<file path="src/rtl/turbo_pkg.sv">
// Shared definitions for the turbo encoder output-buffer read scheduler:
// FSM encoding, default block geometry and the per-bank flag vector type.
package turbo_pkg;

    localparam int LEN_SHORT_D = 4;
    localparam int LEN_LONG_D  = 6;
    localparam int TAIL_LEN_D  = 4;
    localparam int CNT_W_D     = 14;

    localparam logic [1:0] ST_IDLE = 2'd0;
    localparam logic [1:0] ST_ENC  = 2'd1;
    localparam logic [1:0] ST_TRL  = 2'd2;

    typedef logic [1:0] bank_vec_t;

endpackage

</file>
<file path="src/rtl/turbo_output_scheduler_if.sv">
// Write-report, read-request and output-qualifier signals of the scheduler.
// The slave modport is the scheduler's view; master is the environment's.
interface turbo_output_scheduler_if;
    import turbo_pkg::*;

    logic      wr_done;
    logic      wr_bank;
    logic      wr_len;
    logic      rd_ready;
    bank_vec_t rd_enc_en;
    bank_vec_t rd_trl_en;
    logic      out_valid;
    logic      out_sel_bank;
    logic      out_sel_trl;
    logic      blk_start;
    logic      blk_end;
    bank_vec_t bank_full;
    logic      overflow_err;
    logic [1:0] state;

    modport slave (
        input  wr_done, wr_bank, wr_len, rd_ready,
        output rd_enc_en, rd_trl_en, out_valid, out_sel_bank, out_sel_trl,
               blk_start, blk_end, bank_full, overflow_err, state
    );

    modport master (
        output wr_done, wr_bank, wr_len, rd_ready,
        input  rd_enc_en, rd_trl_en, out_valid, out_sel_bank, out_sel_trl,
               blk_start, blk_end, bank_full, overflow_err, state
    );

endinterface

</file>
<file path="src/rtl/turbo_bank_tracker.sv">
// Per-bank occupancy and length flags for the ping-pong buffers, plus the
// sticky overflow flag. A release in the same cycle frees the bank for a write.
module turbo_bank_tracker
    import turbo_pkg::*;
(
    input  logic      clk,
    input  logic      rst,
    input  logic      i_wr_done,
    input  logic      i_wr_bank,
    input  logic      i_wr_len,
    input  logic      i_rel,
    input  logic      i_rel_bank,
    output bank_vec_t o_bank_full,
    output bank_vec_t o_len_flag,
    output logic      o_overflow_err
);

    bank_vec_t r_full;
    bank_vec_t r_len;
    logic      r_ovf;
    bank_vec_t w_wr_hit;
    bank_vec_t w_rel_hit;

    assign w_wr_hit  = {2{i_wr_done}} & (2'b01 << i_wr_bank);
    assign w_rel_hit = {2{i_rel}}     & (2'b01 << i_rel_bank);

    always_ff @(posedge clk) begin
        if (rst) begin
            r_full <= '0;
            r_len  <= '0;
            r_ovf  <= 1'b0;
        end else begin
            for (int b = 0; b < 2; b++) begin
                if (w_wr_hit[b]) begin
                    // An occupied bank keeps its block and length; the write is dropped.
                    if (r_full[b] && !w_rel_hit[b]) begin
                        r_ovf <= 1'b1;
                    end else begin
                        r_full[b] <= 1'b1;
                        r_len[b]  <= i_wr_len;
                    end
                end else if (w_rel_hit[b]) begin
                    r_full[b] <= 1'b0;
                end
            end
        end
    end

    assign o_bank_full    = r_full;
    assign o_len_flag     = r_len;
    assign o_overflow_err = r_ovf;

endmodule

</file>
<file path="src/rtl/turbo_output_scheduler.sv">
// Drains the turbo encoder ping-pong banks in strict alternation: K encoded
// triples then TAIL_LEN tail triples per block, with registered mux qualifiers.
module turbo_output_scheduler
    import turbo_pkg::*;
#(
    parameter int LEN_SHORT = LEN_SHORT_D,
    parameter int LEN_LONG  = LEN_LONG_D,
    parameter int TAIL_LEN  = TAIL_LEN_D,
    parameter int CNT_W     = CNT_W_D
) (
    input logic clk,
    input logic rst,
    turbo_output_scheduler_if.slave bus
);

    localparam logic [CNT_W-1:0] C_SHORT_LAST = CNT_W'(LEN_SHORT - 1);
    localparam logic [CNT_W-1:0] C_LONG_LAST  = CNT_W'(LEN_LONG - 1);
    localparam logic [CNT_W-1:0] C_TAIL_LAST  = CNT_W'(TAIL_LEN - 1);

    logic [1:0]       r_state;
    logic [CNT_W-1:0] r_cnt;
    logic             r_rd_bank;
    logic             r_out_valid;
    logic             r_sel_bank;
    logic             r_sel_trl;
    logic             r_blk_start;
    logic             r_blk_end;

    bank_vec_t        w_bank_full;
    bank_vec_t        w_len_flag;
    logic             w_overflow;
    logic             w_in_enc;
    logic             w_in_trl;
    logic             w_issue;
    logic             w_last_enc;
    logic             w_last_trl;
    logic [CNT_W-1:0] w_k_last;

    turbo_bank_tracker u_bank_tracker (
        .clk            (clk),
        .rst            (rst),
        .i_wr_done      (bus.wr_done),
        .i_wr_bank      (bus.wr_bank),
        .i_wr_len       (bus.wr_len),
        .i_rel          (w_last_trl),
        .i_rel_bank     (r_rd_bank),
        .o_bank_full    (w_bank_full),
        .o_len_flag     (w_len_flag),
        .o_overflow_err (w_overflow)
    );

    assign w_k_last   = w_len_flag[r_rd_bank] ? C_LONG_LAST : C_SHORT_LAST;
    assign w_in_enc   = (r_state == ST_ENC);
    assign w_in_trl   = (r_state == ST_TRL);
    assign w_issue    = bus.rd_ready & (w_in_enc | w_in_trl);
    assign w_last_enc = w_issue & w_in_enc & (r_cnt == w_k_last);
    assign w_last_trl = w_issue & w_in_trl & (r_cnt == C_TAIL_LAST);

    always_ff @(posedge clk) begin
        if (rst) begin
            r_state   <= ST_IDLE;
            r_cnt     <= '0;
            r_rd_bank <= 1'b0;
        end else begin
            case (r_state)
                ST_IDLE: begin
                    if (w_bank_full[r_rd_bank]) begin
                        r_state <= ST_ENC;
                        r_cnt   <= '0;
                    end
                end
                ST_ENC: begin
                    if (w_last_enc) begin
                        r_state <= ST_TRL;
                        r_cnt   <= '0;
                    end else if (w_issue) begin
                        r_cnt <= r_cnt + 1'b1;
                    end
                end
                ST_TRL: begin
                    if (w_last_trl) begin
                        r_state   <= ST_IDLE;
                        r_cnt     <= '0;
                        r_rd_bank <= ~r_rd_bank;
                    end else if (w_issue) begin
                        r_cnt <= r_cnt + 1'b1;
                    end
                end
                default: begin
                    r_state <= ST_IDLE;
                    r_cnt   <= '0;
                end
            endcase
        end
    end

    // FIFO q appears one cycle after the request, so qualifiers trail the issue.
    always_ff @(posedge clk) begin
        if (rst) begin
            r_out_valid <= 1'b0;
            r_sel_bank  <= 1'b0;
            r_sel_trl   <= 1'b0;
            r_blk_start <= 1'b0;
            r_blk_end   <= 1'b0;
        end else begin
            r_out_valid <= w_issue;
            r_blk_start <= w_issue & w_in_enc & (r_cnt == '0);
            r_blk_end   <= w_last_trl;
            if (w_issue) begin
                r_sel_bank <= r_rd_bank;
                r_sel_trl  <= w_in_trl;
            end
        end
    end

    assign bus.rd_enc_en    = {2{w_issue & w_in_enc}} & (2'b01 << r_rd_bank);
    assign bus.rd_trl_en    = {2{w_issue & w_in_trl}} & (2'b01 << r_rd_bank);
    assign bus.out_valid    = r_out_valid;
    assign bus.out_sel_bank = r_sel_bank;
    assign bus.out_sel_trl  = r_sel_trl;
    assign bus.blk_start    = r_blk_start;
    assign bus.blk_end      = r_blk_end;
    assign bus.bank_full    = w_bank_full;
    assign bus.overflow_err = w_overflow;
    assign bus.state        = r_state;

endmodule

</file>
<file path="src/flat_wrapper.sv">
// flat-port wrapper written by rule: the top's interface ports become plain ports
module turbo_output_scheduler_flat import turbo_pkg::*;
#(
    parameter int LEN_SHORT = LEN_SHORT_D,
    parameter int LEN_LONG  = LEN_LONG_D,
    parameter int TAIL_LEN  = TAIL_LEN_D,
    parameter int CNT_W     = CNT_W_D
)
  (clk, rst, bus_wr_done, bus_wr_bank, bus_wr_len, bus_rd_ready, bus_rd_enc_en, bus_rd_trl_en, bus_out_valid, bus_out_sel_bank, bus_out_sel_trl, bus_blk_start, bus_blk_end, bus_bank_full, bus_overflow_err, bus_state);
  turbo_output_scheduler_if bus_i ();
  input logic clk;
  input logic rst;
  input wire logic [$bits(bus_i.wr_done)-1:0] bus_wr_done;
  input wire logic [$bits(bus_i.wr_bank)-1:0] bus_wr_bank;
  input wire logic [$bits(bus_i.wr_len)-1:0] bus_wr_len;
  input wire logic [$bits(bus_i.rd_ready)-1:0] bus_rd_ready;
  output wire logic [$bits(bus_i.rd_enc_en)-1:0] bus_rd_enc_en;
  output wire logic [$bits(bus_i.rd_trl_en)-1:0] bus_rd_trl_en;
  output wire logic [$bits(bus_i.out_valid)-1:0] bus_out_valid;
  output wire logic [$bits(bus_i.out_sel_bank)-1:0] bus_out_sel_bank;
  output wire logic [$bits(bus_i.out_sel_trl)-1:0] bus_out_sel_trl;
  output wire logic [$bits(bus_i.blk_start)-1:0] bus_blk_start;
  output wire logic [$bits(bus_i.blk_end)-1:0] bus_blk_end;
  output wire logic [$bits(bus_i.bank_full)-1:0] bus_bank_full;
  output wire logic [$bits(bus_i.overflow_err)-1:0] bus_overflow_err;
  output wire logic [$bits(bus_i.state)-1:0] bus_state;
  assign bus_i.wr_done = bus_wr_done;
  assign bus_i.wr_bank = bus_wr_bank;
  assign bus_i.wr_len = bus_wr_len;
  assign bus_i.rd_ready = bus_rd_ready;
  assign bus_rd_enc_en = bus_i.rd_enc_en;
  assign bus_rd_trl_en = bus_i.rd_trl_en;
  assign bus_out_valid = bus_i.out_valid;
  assign bus_out_sel_bank = bus_i.out_sel_bank;
  assign bus_out_sel_trl = bus_i.out_sel_trl;
  assign bus_blk_start = bus_i.blk_start;
  assign bus_blk_end = bus_i.blk_end;
  assign bus_bank_full = bus_i.bank_full;
  assign bus_overflow_err = bus_i.overflow_err;
  assign bus_state = bus_i.state;
  turbo_output_scheduler #(.LEN_SHORT(LEN_SHORT), .LEN_LONG(LEN_LONG), .TAIL_LEN(TAIL_LEN), .CNT_W(CNT_W)) u_core (.clk(clk), .rst(rst), .bus(bus_i));
endmodule
</file>
<file path="config.mk">
export PLATFORM = sky130hd
export DESIGN_NAME = turbo_output_scheduler_flat
export DESIGN_NICKNAME = d
export VERILOG_FILES = /design/src/rtl/turbo_pkg.sv /design/src/rtl/turbo_output_scheduler_if.sv /design/src/rtl/turbo_bank_tracker.sv /design/src/rtl/turbo_output_scheduler.sv /design/src/flat_wrapper.sv
export SDC_FILE = /design/constraint.sdc
export NUM_CORES = 1
export LEC_CHECK = 0
export BUFFER_PORTS_ARGS = -buffer_cell sky130_fd_sc_hd__buf_2
export CORE_UTILIZATION = 60
export CTS_CLUSTER_DIAMETER = 60
export DETAILED_ROUTE_END_ITERATION = 6
export PLACE_DENSITY = 0.82
export SYNTH_ARGS = -nofsm -noshare
export SYNTH_HDL_FRONTEND = slang
export SYNTH_SLANG_ARGS = --single-unit
</file>
<file path="constraint.sdc">
create_clock -name clk -period 5.1 [get_ports clk]
set_clock_uncertainty 0.1 [all_clocks]
set_input_delay 1.02 -clock clk [delete_from_list [all_inputs] [get_ports clk]]
set_output_delay 1.02 -clock clk [all_outputs]
set_load 0.05 [all_outputs]
</file>
==> metrics.csv, run 1 <==
metric,value,unit
yosys.area.top_type,dfxtp_1,
drtIter0Drc,38,
ys_ff_latch,27,
relSlewSlack,0.4525,
power.density,302.8,nW/um2
synth_cell_types,42,
gr-usage-all-layers,0.2609,
worstSetupPathType,flip-flop to primary output,
io_buffers,19,
grt_max_degree,18,
crit_fanout,6,
core,2545,um2
postLayoutCoreUtil,0.7006,
die_h,54.69,um
htree_num_levels,1,
start_kind,flip-flop,
synth_most_common_cell,nand2_1,
clock-sinks,27,
tightestPinTransition,821.2,ps
die_x,54.69,um
die_area,2990,um2
grt_pass1_wl,5616,um
nets,229,
synthFlopType,dfxtp_1,
vias_per_cell,6.110,
synthArstFlopShare,0,
endpoint_kind,primary output,
p_leak,0.0007053,uW
cts_resized,0,
cts_root_buf,clkbuf_4,
grt-ovfl-total,0,
layout-drive-gt1-share,0.1759,
cts_made_buffers,3,
drtPass1Iterations,4,
finalCritPeriodShare,0.5926,
grt_pass1_vias,1287,
rsz0062_at_grt,false,
ys_warn_count,0,
synthTopCellsByCount,"nand2_1 (39), dfxtp_1 (27), nor2_1 (18)",
syn_inst,201,
hp-class,flip-flop to flip-flop,
routedWlPerCell,14.19,um
yosysTopAreaCellShare,0.3246,
vias,1503,
clk_pin_slew_worst_paths,140,ps
peakVddDrop,0.3136,mV
cts_setup_buffers,0,
finalCriticalPeriod,3022,ps
syn_nets,213,
initial_core_util,0.6544,
cts_buffer_depth,2,
cp.required,3980,ps
syn_avg_cell_area,8.285,um2
fmax,0.3309,GHz
timing.final.hold_violations,0,
hold_buffers,0,
clk_latency,330,ps
place.gp.congestion,0.8852,
rows,18,
setup-violations-final,0,
synthesis.area,1665,um2
wirelength,3491,um
status,"finished, final reports clean",
antenna_left,0,
cap_violations,0,
ys_top_cells_by_area,"dfxtp_1 (32%), o221ai_2 (9.0%), nand2_1 (8.8%), ha_1 (4.5%), and2_1 (4.1%)",
worst_ep_arrival_time,1900,ps
antenna_cells,0,
fin_setup_tns,0,ps
finalMaxSlewViolations,0,
synth_edf_count,0,
syn2layout_area_growth,7.062,%
antenna_found_initial,0,
ios,20,
seq_area_frac_synth,0.3246,
drc,0,
dp_hpwl,2580,um
cts_tree,built,
## where the power goes
part           internal, uW  leakage [uW]  total (uW)  switching (uW)
combinational          52.9      0.000472         215             162
clock                  30.7     0.0000150        94.9            64.1
sequential              222      0.000219         230            7.65
## flip-flops by register name, indices dropped and copies added (netlist names)
name	cells
u_core.r_cnt	14
u_core.bus.state	2
u_core.u_bank_tracker.o_bank_full	2
u_core.u_bank_tracker.o_len_flag	2
u_core.bus.blk_end	1
u_core.bus.blk_start	1
u_core.bus.out_sel_bank	1
u_core.bus.out_sel_trl	1
u_core.bus.out_valid	1
u_core.r_rd_bank	1
u_core.u_bank_tracker.o_overflow_err	1
## cell families (layout without fill, tap and decap cells)
family                   Yosys count  after routing  share of synthesized area
AO/OA/AOI/OAI                     44             44                     0.2194
XOR/XNOR                           1              1                   0.005260
adder cells (fa/ha/maj)            6              6                    0.04508
buffers and inverters             17             32                    0.04733
flip-flops                        27             27                     0.3246
multiplexers                       4              4                    0.02404
AND/OR/NAND/NOR                  102            102                     0.3343
## per-layer routing
metal	wire, um	track usage	part of all wire
met2	1670	0.4438	0.48
met3	116	0.02500	0.033
met5	0	0	0
met4	46	0.08547	0.013
met1	1657	0.3400	0.47
## per-stage QoR
step / power (uW) / hold WS [ps] / instance area [um2] / setup WS, ps / instances
6_report: 539.9 / 369.0 / 1783 / 2078 / 246
5_1_grt: 568.2 / 402.6 / 1783 / 1938 / 246
4_1_cts: 540.7 / 368.9 / 1783 / 2082 / 246
3_5_place_dp: 446.3 / 349.7 / 1757 / 2155 / 242
3_3_place_gp: 440.2 / 343.2 / 1757 / 2185 / 242
2_1_floorplan: 407.2 / 353.1 / 1665 / 1877 / 201
## cell type report
class                      count  area [um2]
clock buffer                   4       26.28
timing repair buffer          20       102.6
multi-input combinational    157        1046
sequential                    27       540.5
tap                           30       37.54
fill                         189       762.0
inverter                       8       30.03
## placed cells by master (no fill, tap or decap), types with 2 or more instances in the layout
cell,synthesis,final
buf_2,2,19
nor3_1,4,4
nor2_1,18,18
and4_1,2,2
a21o_1,2,2
nand4_1,6,6
o211ai_1,4,4
and2_1,11,11
nand2b_1,3,3
ha_1,6,6
o21a_1,5,5
inv_1,8,8
nand3_1,4,4
nor4_4,2,2
dfxtp_1,27,27
clkbuf_4,0,3
a21oi_1,9,9
o21ai_0,7,7
mux2i_1,4,4
nor4_1,2,2
o22ai_1,2,2
nor2b_1,2,2
o221ai_2,10,10
nand2_1,39,39
## critical path: stages, from the launching register on
cell and delay [ps]:
dfxtp_1 390, inv_1 100, ha_1 390, and2_1 230, nand2_1 110, nor2_1 90
buf_2 260
## worst paths after layout
kind | slack (ps) | start | cells past startpoint | endpoint
hold / removal | 370 | u_core.bus.out_sel_bank | 2 | u_core.bus.out_sel_bank
setup / recovery | 2080 | u_core.bus.state[0] | 6 | bus_rd_enc_en[1]
setup reg to reg | 2510 | u_core.bus.state[0] | 7 | u_core.r_cnt[7]
hold reg to reg | 370 | u_core.bus.out_sel_bank | 2 | u_core.bus.out_sel_bank
No activity file was read; power rests on OpenSTA's default activity.
==> inputs of run 2 (changes only) <==
- CORE_UTILIZATION: 60 -> 52
- PLACE_DENSITY: 0.82 -> 0.75
- clock period: 5.1 -> 2.4 ns (I/O delays scaled with it)
==> metrics.csv, run 2 (same netlist as run 1, synthesis figures left out) <==
metric,value,unit,change
status,"finished, final reports clean",,
nets,237,,+3.5%
die_h,58.59,um,+7.1%
cts_setup_buffers,0,,unchanged
layout-drive-gt1-share,0.2321,,+0.05622
io_buffers,19,,unchanged
antenna_found_initial,0,,unchanged
p_leak,0.0007493,uW,+6.2%
finalMaxSlewViolations,0,,unchanged
cp.required,1820,ps,-2160 ps
cp.depth,6,,unchanged
peakVddDrop,0.5362,mV,+71%
htree_num_levels,1,,unchanged
clk_pin_slew_worst_paths,160,ps,+20 ps
cts_made_buffers,3,,unchanged
core,3053,um2,+20%
grt_max_degree,18,,unchanged
r2r-start,u_core.bus.state[1],,
hp-start,bus_wr_len,,
die_x,58.59,um,+7.1%
drtIter0Drc,69,,+82%
vias,1486,,-1.1%
routedWlPerCell,13.21,um,-6.9%
crit_family,simple AND/OR/NAND/NOR gates,,
antenna_cells,0,,unchanged
fmax,0.4346,GHz,
max_stage_delay,370,ps,-20 ps
cts_tree,built,,
grt-ovfl-total,0,,unchanged
r2r_slack,250,ps,-2260 ps
holdPathStages,3,,+1
path_buf_inv,2,,unchanged
cap_violations,0,,unchanged
clk_latency,350,ps,+20 ps
die_area,3433,um2,+15%
syn2layout_area_growth,13.97,%,
cts_buffer_depth,2,,unchanged
slowest_stage,dfxtp_1,,
final_cell_mix,"nand2_1 (39), dfxtp_1 (26), buf_2 (17), nor2_1 (16)",,
cp-startpoint,u_core.bus.state[1],,
r2r_cells,7,,unchanged
drtPass1Iterations,4,,unchanged
cp_cell_sequence,inv_1 > ha_4 > and2_4 > nand2_1 > nor2_2 > buf_6,,
endpoint_kind,primary output,,
antenna_left,0,,unchanged
final_common_cell,nand2_1,,
clock-sinks,27,,unchanged
hp-class,input port to flip-flop,,
tightestPinTransition,515.1,ps,-306.1 ps
finalCriticalPeriod,2301,ps,
hold_ws,273.7,ps,-95.30 ps
rows,20,,+2
drc,0,,unchanged
worst_ep_arrival_time,1720,ps,-180 ps
hold_buffers,0,,unchanged
p_total,1242,uW,+130%
largest_register_ffs,14,,unchanged
fill_cells,271,,+43%
rsz0062_at_grt,false,,
start_kind,flip-flop,,
finalCritPeriodShare,0.9588,,
top_register,u_core.r_cnt,,
dp_hpwl,2614,um,+1.3%
wirelength,3539,um,+1.4%
grt_pass1_wl,6009,um,+7.0%
cts_resized,3,,+3
setup-violations-final,0,,unchanged
place.gp.congestion,0.8407,,-5.0%
worstSetupPathType,flip-flop to primary output,,
grt_pass1_vias,1301,,+1.1%
relSlewSlack,0.6551,,+0.2025
power.density,654.3,nW/um2,+120%
timing.final.hold_violations,0,,unchanged
gr-usage-all-layers,0.2275,,-0.03344
vias_per_cell,5.545,,-9.2%
initial_core_util,0.5455,,-0.1089
crit_fanout,6,,unchanged
cts_root_buf,clkbuf_4,,
ios,20,,unchanged
## run 2: path summary, 6_finish.rpt
kind / to
min: u_core.u_bank_tracker.o_len_flag[1]
min reg2reg: u_core.bus.out_sel_bank
max: bus_rd_enc_en[1]
max reg2reg: u_core.r_cnt[7]
## run 2: tightest hold or removal path: stages
cell and delay (ps):
buf_2 110, nand4_1 60, a21oi_1 50
## run 2: through the flow
stage / util / TNS, ps / std cells / area, um2 / worst slack [ps]
2_1_floorplan: - / -158.8 / 201 / 1670 / -79.38
3_3_place_gp: 0.6025 / 0 / 264 / 1839 / 275.5
3_5_place_dp: 0.6025 / 0 / 264 / 1839 / 239.4
4_1_cts: 0.6148 / 0 / 268 / 1877 / 26.44
5_1_grt: 0.6217 / 0 / 268 / 1898 / 0.009548
6_report: 0.6217 / 0 / 268 / 1898 / 98.79
## run 2: layer usage
| layer | vias to the layer above | track usage | part of all wire | wire length, um |
|---|---|---|---|---|
| met5 | - | 0 | 0 | 0 |
| met4 | 0 | 0.07483 | 0.016 | 57 |
| met3 | 5 | 0.02857 | 0.036 | 126 |
| met2 | 36 | 0.3432 | 0.44 | 1541 |
| met1 | 675 | 0.3356 | 0.51 | 1814 |
| li1 | 770 | - | - | - |
## run 2: where the power goes
part | switching [uW] | internal (uW) | total [uW]
sequential | 14.2 | 474 | 488
combinational | 365 | 176 | 541
clock | 148 | 64.3 | 213
## run 2: final cells by class
class	instances	area, um2	area share
clock inverter	1	7.507	0.003955
tap	44	55.05	0.02900
sequential	27	541.8	0.2854
clock buffer	3	22.52	0.01187
multi-input combinational	157	1066	0.5616
timing repair buffer	28	175.2	0.09229
inverter	8	30.03	0.01582
